==> config.mk <==
export PLATFORM = sky130hd
export DESIGN_NAME = stack_ptr_ctrl
export DESIGN_NICKNAME = d
export VERILOG_FILES = /design/src/rtl/stack_ptr_ctrl.sv
export SDC_FILE = /design/constraint.sdc
export NUM_CORES = 1
export LEC_CHECK = 0
export ABC_AREA = 1
export ABC_CLOCK_PERIOD_IN_PS = 5000
export CORE_AREA = 4 4 151 153
export DETAILED_ROUTE_END_ITERATION = 6
export DIE_AREA = 0 0 155 157
export HOLD_SLACK_MARGIN = 0.05
export PLACE_DENSITY = 0.59
export SLEW_MARGIN = 20
export SYNTH_ARGS = -nofsm -noshare
export SYNTH_HDL_FRONTEND = slang
export SYNTH_SLANG_ARGS = --single-unit
==> constraint.sdc <==
create_clock -name clk -period 5 [get_ports clk]
set_input_delay 0.5 -clock clk [delete_from_list [all_inputs] [get_ports clk]]
set_output_delay 0.5 -clock clk [all_outputs]
set_load 0.005 [all_outputs]
==> src/rtl/stack_ptr_ctrl.sv <==
// stack_ptr_ctrl: full-descending stack pointer controller with burst push/pop.
// A push writes at sp and then decrements sp. A pop increments sp and then
// reads at the new sp. Requests are accepted only in IDLE, and an accepted
// request runs as one access per cycle.
// Ports:
//   clk, rst          clock, synchronous active-high reset
//   en                qualifies push/pop/load
//   push, pop, count  request type and word count (1..MAXBURST)
//   load, load_val    load sp directly (priority over push/pop)
//   err_clr           clears sticky ovf/unf
//   sp                current stack pointer
//   addr              access address (0 when idle)
//   mem_we, mem_re    per-word write/read strobes
//   busy, done        burst in progress / last access of burst
//   ovf, unf          sticky overflow/underflow flags
module stack_ptr_ctrl #(
    parameter int unsigned AW       = 32,
    parameter int unsigned TOP      = 2047,
    parameter int unsigned BOTTOM   = 1024,
    parameter int unsigned MAXBURST = 2,
    localparam int unsigned CW      = $clog2(MAXBURST + 1)
) (
    input  logic          clk,
    input  logic          rst,
    input  logic          en,
    input  logic          push,
    input  logic          pop,
    input  logic [CW-1:0] count,
    input  logic          load,
    input  logic [AW-1:0] load_val,
    input  logic          err_clr,
    output logic [AW-1:0] sp,
    output logic [AW-1:0] addr,
    output logic          mem_we,
    output logic          mem_re,
    output logic          busy,
    output logic          done,
    output logic          ovf,
    output logic          unf
);

    typedef enum logic [1:0] {IDLE, PUSH, POP} state_t;

    state_t        state, state_n;
    logic [CW-1:0] rem, rem_n;
    logic [AW-1:0] sp_n, addr_n;
    logic          mem_we_n, mem_re_n, busy_n, done_n, ovf_n, unf_n;
    logic          set_ovf, set_unf, req_ok;

    // Range checks widened so neither side can wrap.
    // Push fits when sp+1 >= BOTTOM+count, i.e. sp-count+1 >= BOTTOM.
    logic [AW+1:0] push_lo, push_hi;
    logic [AW:0]   pop_end;

    assign push_lo = (AW+2)'(sp) + (AW+2)'(1);
    assign push_hi = (AW+2)'(BOTTOM) + (AW+2)'(count);
    assign pop_end = (AW+1)'(sp) + (AW+1)'(count);
    assign req_ok  = (push ^ pop) && (count != '0) && (count <= CW'(MAXBURST));

    // Next-state, pointer, flag and output computation
    always_comb begin
        state_n = state;
        rem_n   = rem;
        sp_n    = sp;
        set_ovf = 1'b0;
        set_unf = 1'b0;

        case (state)
            IDLE: begin
                if (en) begin
                    if (load) begin
                        sp_n = load_val;
                    end else if (req_ok && push) begin
                        if (push_lo >= push_hi) begin
                            state_n = PUSH;
                            rem_n   = count;
                        end else begin
                            set_ovf = 1'b1;
                        end
                    end else if (req_ok && pop) begin
                        if (pop_end <= (AW+1)'(TOP)) begin
                            state_n = POP;
                            rem_n   = count;
                        end else begin
                            set_unf = 1'b1;
                        end
                    end
                end
            end
            PUSH: begin
                sp_n  = sp - AW'(1);
                rem_n = rem - CW'(1);
                if (rem == CW'(1)) state_n = IDLE;
            end
            POP: begin
                sp_n  = sp + AW'(1);
                rem_n = rem - CW'(1);
                if (rem == CW'(1)) state_n = IDLE;
            end
            default: state_n = IDLE;
        endcase

        // A new error in the same cycle wins over err_clr
        ovf_n = err_clr ? 1'b0 : ovf;
        unf_n = err_clr ? 1'b0 : unf;
        if (set_ovf) ovf_n = 1'b1;
        if (set_unf) unf_n = 1'b1;

        // Outputs are registered and describe the access of the coming cycle
        mem_we_n = (state_n == PUSH);
        mem_re_n = (state_n == POP);
        busy_n   = (state_n != IDLE);
        done_n   = (state_n != IDLE) && (rem_n == CW'(1));
        addr_n   = '0;
        if (state_n == PUSH) addr_n = sp_n;
        if (state_n == POP)  addr_n = sp_n + AW'(1);
    end

    // State and output registers
    always_ff @(posedge clk) begin
        if (rst) begin
            state  <= IDLE;
            rem    <= '0;
            sp     <= AW'(TOP);
            addr   <= '0;
            mem_we <= 1'b0;
            mem_re <= 1'b0;
            busy   <= 1'b0;
            done   <= 1'b0;
            ovf    <= 1'b0;
            unf    <= 1'b0;
        end else begin
            state  <= state_n;
            rem    <= rem_n;
            sp     <= sp_n;
            addr   <= addr_n;
            mem_we <= mem_we_n;
            mem_re <= mem_re_n;
            busy   <= busy_n;
            done   <= done_n;
            ovf    <= ovf_n;
            unf    <= unf_n;
        end
    end

endmodule

Word-level counts from Yosys, hierarchy flattened
Index checks and enable logic that the tools add are counted.
{ "word_totals": {"output_inout_bits": 70, "wordCells": 72, "reg_bits": 74} }
{ "op_classes": {"muxes": 34, "addsub": 7, "bitwise_logic": 1, "magnitude_cmp": 3, "reduce_logical": 11, "eq_ne": 6} }
{ "ops": {"columns": ["operator", "count"], "rows": [
  ["$mux 32", 4],
  ["$pmux 32 s3", 1],
  ["$add 32x1->32 const B", 2],
  ["$add 32x1->33 const B", 1],
  ["$add 32x2->33", 1],
  ["$ge 33x12->1", 1],
  ["$le 33x11->1 const B", 1],
  ["$sub 32x1->32 const B", 1],
  ["$mux 2", 13],
  ["$mux 1", 14],
  ["$add 11x2->12 const A", 1],
  ["$eq 2x1->1 const B", 4],
  ["$pmux 2 s2", 2],
  ["$reduce_bool 2->1", 4],
  ["$logic_and 1x1->1", 5],
  ["$eq 2x2->1 const B", 2],
  ["$le 2x2->1 const B", 1],
  ["$logic_not 2->1", 1],
  ["$reduce_or 2->1", 1],
  ["$sub 2x1->2 const B", 1],
  ["$xor 1x1->1", 1]
]} }

Depth between registers and ports, before layout
{ "depth": {"word_depth": 12, "mapped_depth": 26} }

Worst setup path before layout
No wires, ideal clock.
{ "synth_path": {"path_type": "register to register", "start": "register state[0]", "end": "register addr[25]", "path_stages_with_launch": 22, "setup_slack_ns": 1.497, "arrival_time_ns": 3.391, "period_less_slack_ns": 3.503, "cell_sequence": "dfxtp_1 -> inv_1 -> ha_1 -> inv_1 -> ha_1 -> nand2_1 -> nand3_1 -> nand2_1 -> nand2_1 -> o21ai_0 -> nand2_1 -> o21ai_1 -> inv_1 -> nor2_1 -> nand2_1 -> nor2_1 -> nand2_1 -> nor2_1 -> nand3_1 -> xor2_1 -> nand2_1 -> nand2_1"} }
{ "synth_between": {"elab_chain_len": 9, "word_cells_on_any_way": 18} }
{ "synth_rtl": {"columns": ["element", "line", "source"], "rows": [
  ["from (decl)", "44", "state_t state, state_n;"],
  ["from (signal assigned)", "133", "state <= state_n;"],
  ["branches (longest 8 deep; another with $add 32x1->32)", null, null],
  ["$mux 32 (*)", "116", "if (state_n == POP) addr_n = sp_n + AW'(1);"],
  ["to (signal assigned)", "136", "addr <= addr_n;"],
  ["to (decl)", "33", "output logic [AW-1:0] addr,"]
]} }
Mark *: on every way between the ends.
A chain may end at the register's enable or synchronous reset.

Final worst setup path
{ "layout_path": {"start": "register state[0]", "end": "register addr[27]"} }
The elaborated chain is that of the path after synthesis.

==> reports/results.ini <==
[status]
run_status = complete, no violations

[cts]
clock_tree.htree_level_count = 3
cts_setup_buffers = 0
post_cts_resize_count = 0
worst_setup_hold_path_clk_slew_ns = 0.06
tritoncts = done
cts_max_path_buffers = 2
clock_sinks = 74
clock_latency_ns = 0.35
total_clock_buffers_created_by_cts = 9
cts_hold_buffers = 0
cts_root_buffer = clkbuf_16

[timing]
rel_slew_slack = 0.325
final_max_slew_viol_count = 0
fin_crit_ns = 4.16
final_hold_viol_count = 0
fmax_mhz = 240
layout_worst_path_cycle_share = 0.833
worst_slew_pin_slew_ns = 1.01
totalNegativeSetupSlack_ns = 0
worst_clock_skew_ns = 0.00912
unrepaired_setup_endpoints_after_global_routing = false
report.final.setup_viol = 0

[yosys]
yosys_register_bits = 74
ys_dominant_reg_cell = dfxtp_1
synth_warnings = 0
synth_cell_type_count = 46
synthesis.instances = 1532
netlist_top_cells_area = nand2_1, dfxtp_1, inv_1
mappedNetlistArea_um2 = 8410
yosys_top_cell_area_share = 0.253
synth_fp_nets = 1614
postSynthAreaPerCell_um2 = 5.49
edff_count_synth = 0
netlist.top_cell.by_area = nand2_1
synth-async-reset-ratio = 0
synth_seq_area_share = 0.176

[floorplan]
coreArea_um2 = 21600
floorplan.io_pins = 111
std_cell_rows = 54
starting_utilization_of_the_core_area = 0.390
floorplan.die_area_um2 = 24300
die_height_um = 157
die_w_um = 155

[grt]
grt_antenna_before_repair = 0
groute.usage.overall = 0.289
grt_max_degree = 47
grt_pass1_wl_um = 55100
first_global_vias = 9762
overflow = 0

[cells_and_area]
mostFrequentLayoutCell = nand2_1
mostFrequentLayoutCells = nand2_1, inv_1, nor2_1, nand3_1, clkdlybuf4s50_1
postLayoutCoreUtil = 0.469
post-route-cell-area_um2 = 10100
insertedDiodeCount = 0
syn2layout_area_growth_pct = 20.1
finish.net_count = 1719
drive_above_1_share = 0.0609
num-fill-cells = 2423

[power]
power_per_cell_area_nw_per_um2 = 226
logic_gate_share_of_total_power = 0.419
sequentialPowerShare = 0.299
internal_power_mw = 1.30
ir_worst_vdd_mv = 0.175
clkPwrFrac = 0.282
static-leakage-power_nw = 5.06
power.share.switching = 0.428
switching_power_mw = 0.976
post-layout-total-power_mw = 2.28

[critical_path]
cp_cell_sequence = inv_1, ha_1, inv_1, ha_1, nand2_1, nand3_1, nand2_1, nand2_1, o21ai_0, nand2_1, o21ai_1, inv_1, nor2_1, nand2_1, nor2_1, nand2_1, nor3_2, nand3_1, nand2_1, nand2_1, nand3_1, nand2_1
cpPeakStageDelay_ns = 0.45
crit_path_frequent_cell = nand2_1
category_of_the_worst_setup_path_capture_point = flip-flop
cpMaxStageDelayCell = inv_1
worst_setup_path_start_kind = flip-flop
crit_fanout = 16
timing.setup.critical_path_class = flip-flop to flip-flop
worst_ep_arrival_time_ns = 4.40
worstPathRequired_ns = 5.24

[placed_design]
detailed_place_hpwl_um = 28600
place_area_um2 = 9810
numPortBuffers = 110
place_congestion = 1.06

[worst_hold_path]
holdCritPathClass = flip-flop to flip-flop

[routing]
detail_route.wirelength_um = 35500
firstDrtPassIters = 5
drt_iter0_drc = 815
vias = 10100
post_dr_vias_cell = 5.24
ant_nets = 0
wl_per_cell_um = 18.4
route.detailed.drc = 0

[job]
maxCapViolCount = 0

==> critical path: cells and delay by family, from the launching register on <==
family	cells	cell delay, ns
buffers and inverters	3	0.69
AO/OA/AOI/OAI	2	0.47
adder cells (fa/ha/maj)	2	0.68
flip-flops	1	0.35
AND/OR/NAND/NOR	15	1.89
==> logic make-up (layout without fill, tap and decap cells) <==
group,after synthesis,count (layout),synth area share
xor gates and xnor gates,36,36,0.0375
and+or+nand+nor,1009,1009,0.521
adders and majority gates,41,41,0.0628
AOI/OAI and AO/OA,112,112,0.0818
DFF,74,74,0.176
buffers and inverters,260,370,0.120
==> synth_stat cells (2+ instances only) <==
cell type	n
a21oi_1	34
a221oi_1	24
and2_1	6
buf_1	4
buf_2	8
buf_4	3
buf_6	2
clkbuf_1	9
clkinv_1	2
dfxtp_1	74
fa_1	2
ha_1	39
inv_1	222
inv_2	9
nand2_1	568
nand2_2	16
nand2_4	3
nand3_1	141
nand3_2	3
nand3b_1	9
nand4_1	30
nor2_1	188
nor2_2	15
nor2_4	13
nor3_1	6
nor3_2	4
nor3b_1	2
o21ai_0	24
o21ai_1	18
o21ai_2	3
o21bai_1	2
xnor2_1	4
xor2_1	32
==> layer usage <==
layer | wire length [um] | GRT usage | vias up
met5 | 0 | 0 | -
met4 | 1540 | 0.115 | 0
met3 | 2570 | 0.0366 | 82
met2 | 15700 | 0.471 | 417
met1 | 15600 | 0.388 | 4536
li1 | - | - | 5028
==> power groups by stage <==
stage	clock, mW	combinational [mW]	sequential [mW]
detailed placement	0	0.937	0.694
finish	0.642	0.956	0.683
floorplan	0	0.638	0.661
global route	0.680	1.07	0.683
CTS	0.657	0.942	0.681
global placement	0	0.935	0.694
==> state kept, by name, indices dropped and copies added, names as in the netlist, 2 cells and up <==
| signal | count |
|---|---|
| rem | 2 |
| state | 2 |
| addr | 32 |
| sp | 32 |
==> worst paths after layout <==
path / depth (start not counted) / end / slack, ns / startpoint
worst max-delay path: 22 / addr[27]$_SDFF_PP0_ / 0.84 / state[0]$_SDFF_PP0_
worst min-delay path: 2 / ovf$_SDFFE_PP0P_ / 0.47 / ovf$_SDFFE_PP0P_
worst max register to register: 22 / addr[27]$_SDFF_PP0_ / 0.84 / state[0]$_SDFF_PP0_
worst min register to register: 2 / ovf$_SDFFE_PP0P_ / 0.47 / ovf$_SDFFE_PP0P_
==> stage by stage <==
| step | setup slack, ns | hold WS, ns | cells |
|---|---|---|---|
| after floorplan | 1.50 | 0.460 | 1532 |
| after global placement | 0.674 | 0.459 | 1906 |
| after detailed placement | 0.710 | 0.456 | 1906 |
| after CTS | 0.913 | 0.474 | 1922 |
| after global routing | 0.382 | 0.493 | 1922 |
| final | 0.837 | 0.469 | 1922 |
==> area by class of cell <==
type | count | area (um2) | share of cell area
flip-flops and latches | 74 | 1480 | 0.147
multi-input cells | 1198 | 5920 | 0.586
inverters | 233 | 875 | 0.0866
clock inverters | 5 | 37.5 | 0.00371
clock buffers | 11 | 253 | 0.0250
repair buffers | 121 | 1180 | 0.117
well taps | 280 | 350 | 0.0347
Note: power is estimated with default switching activity, not from simulation.
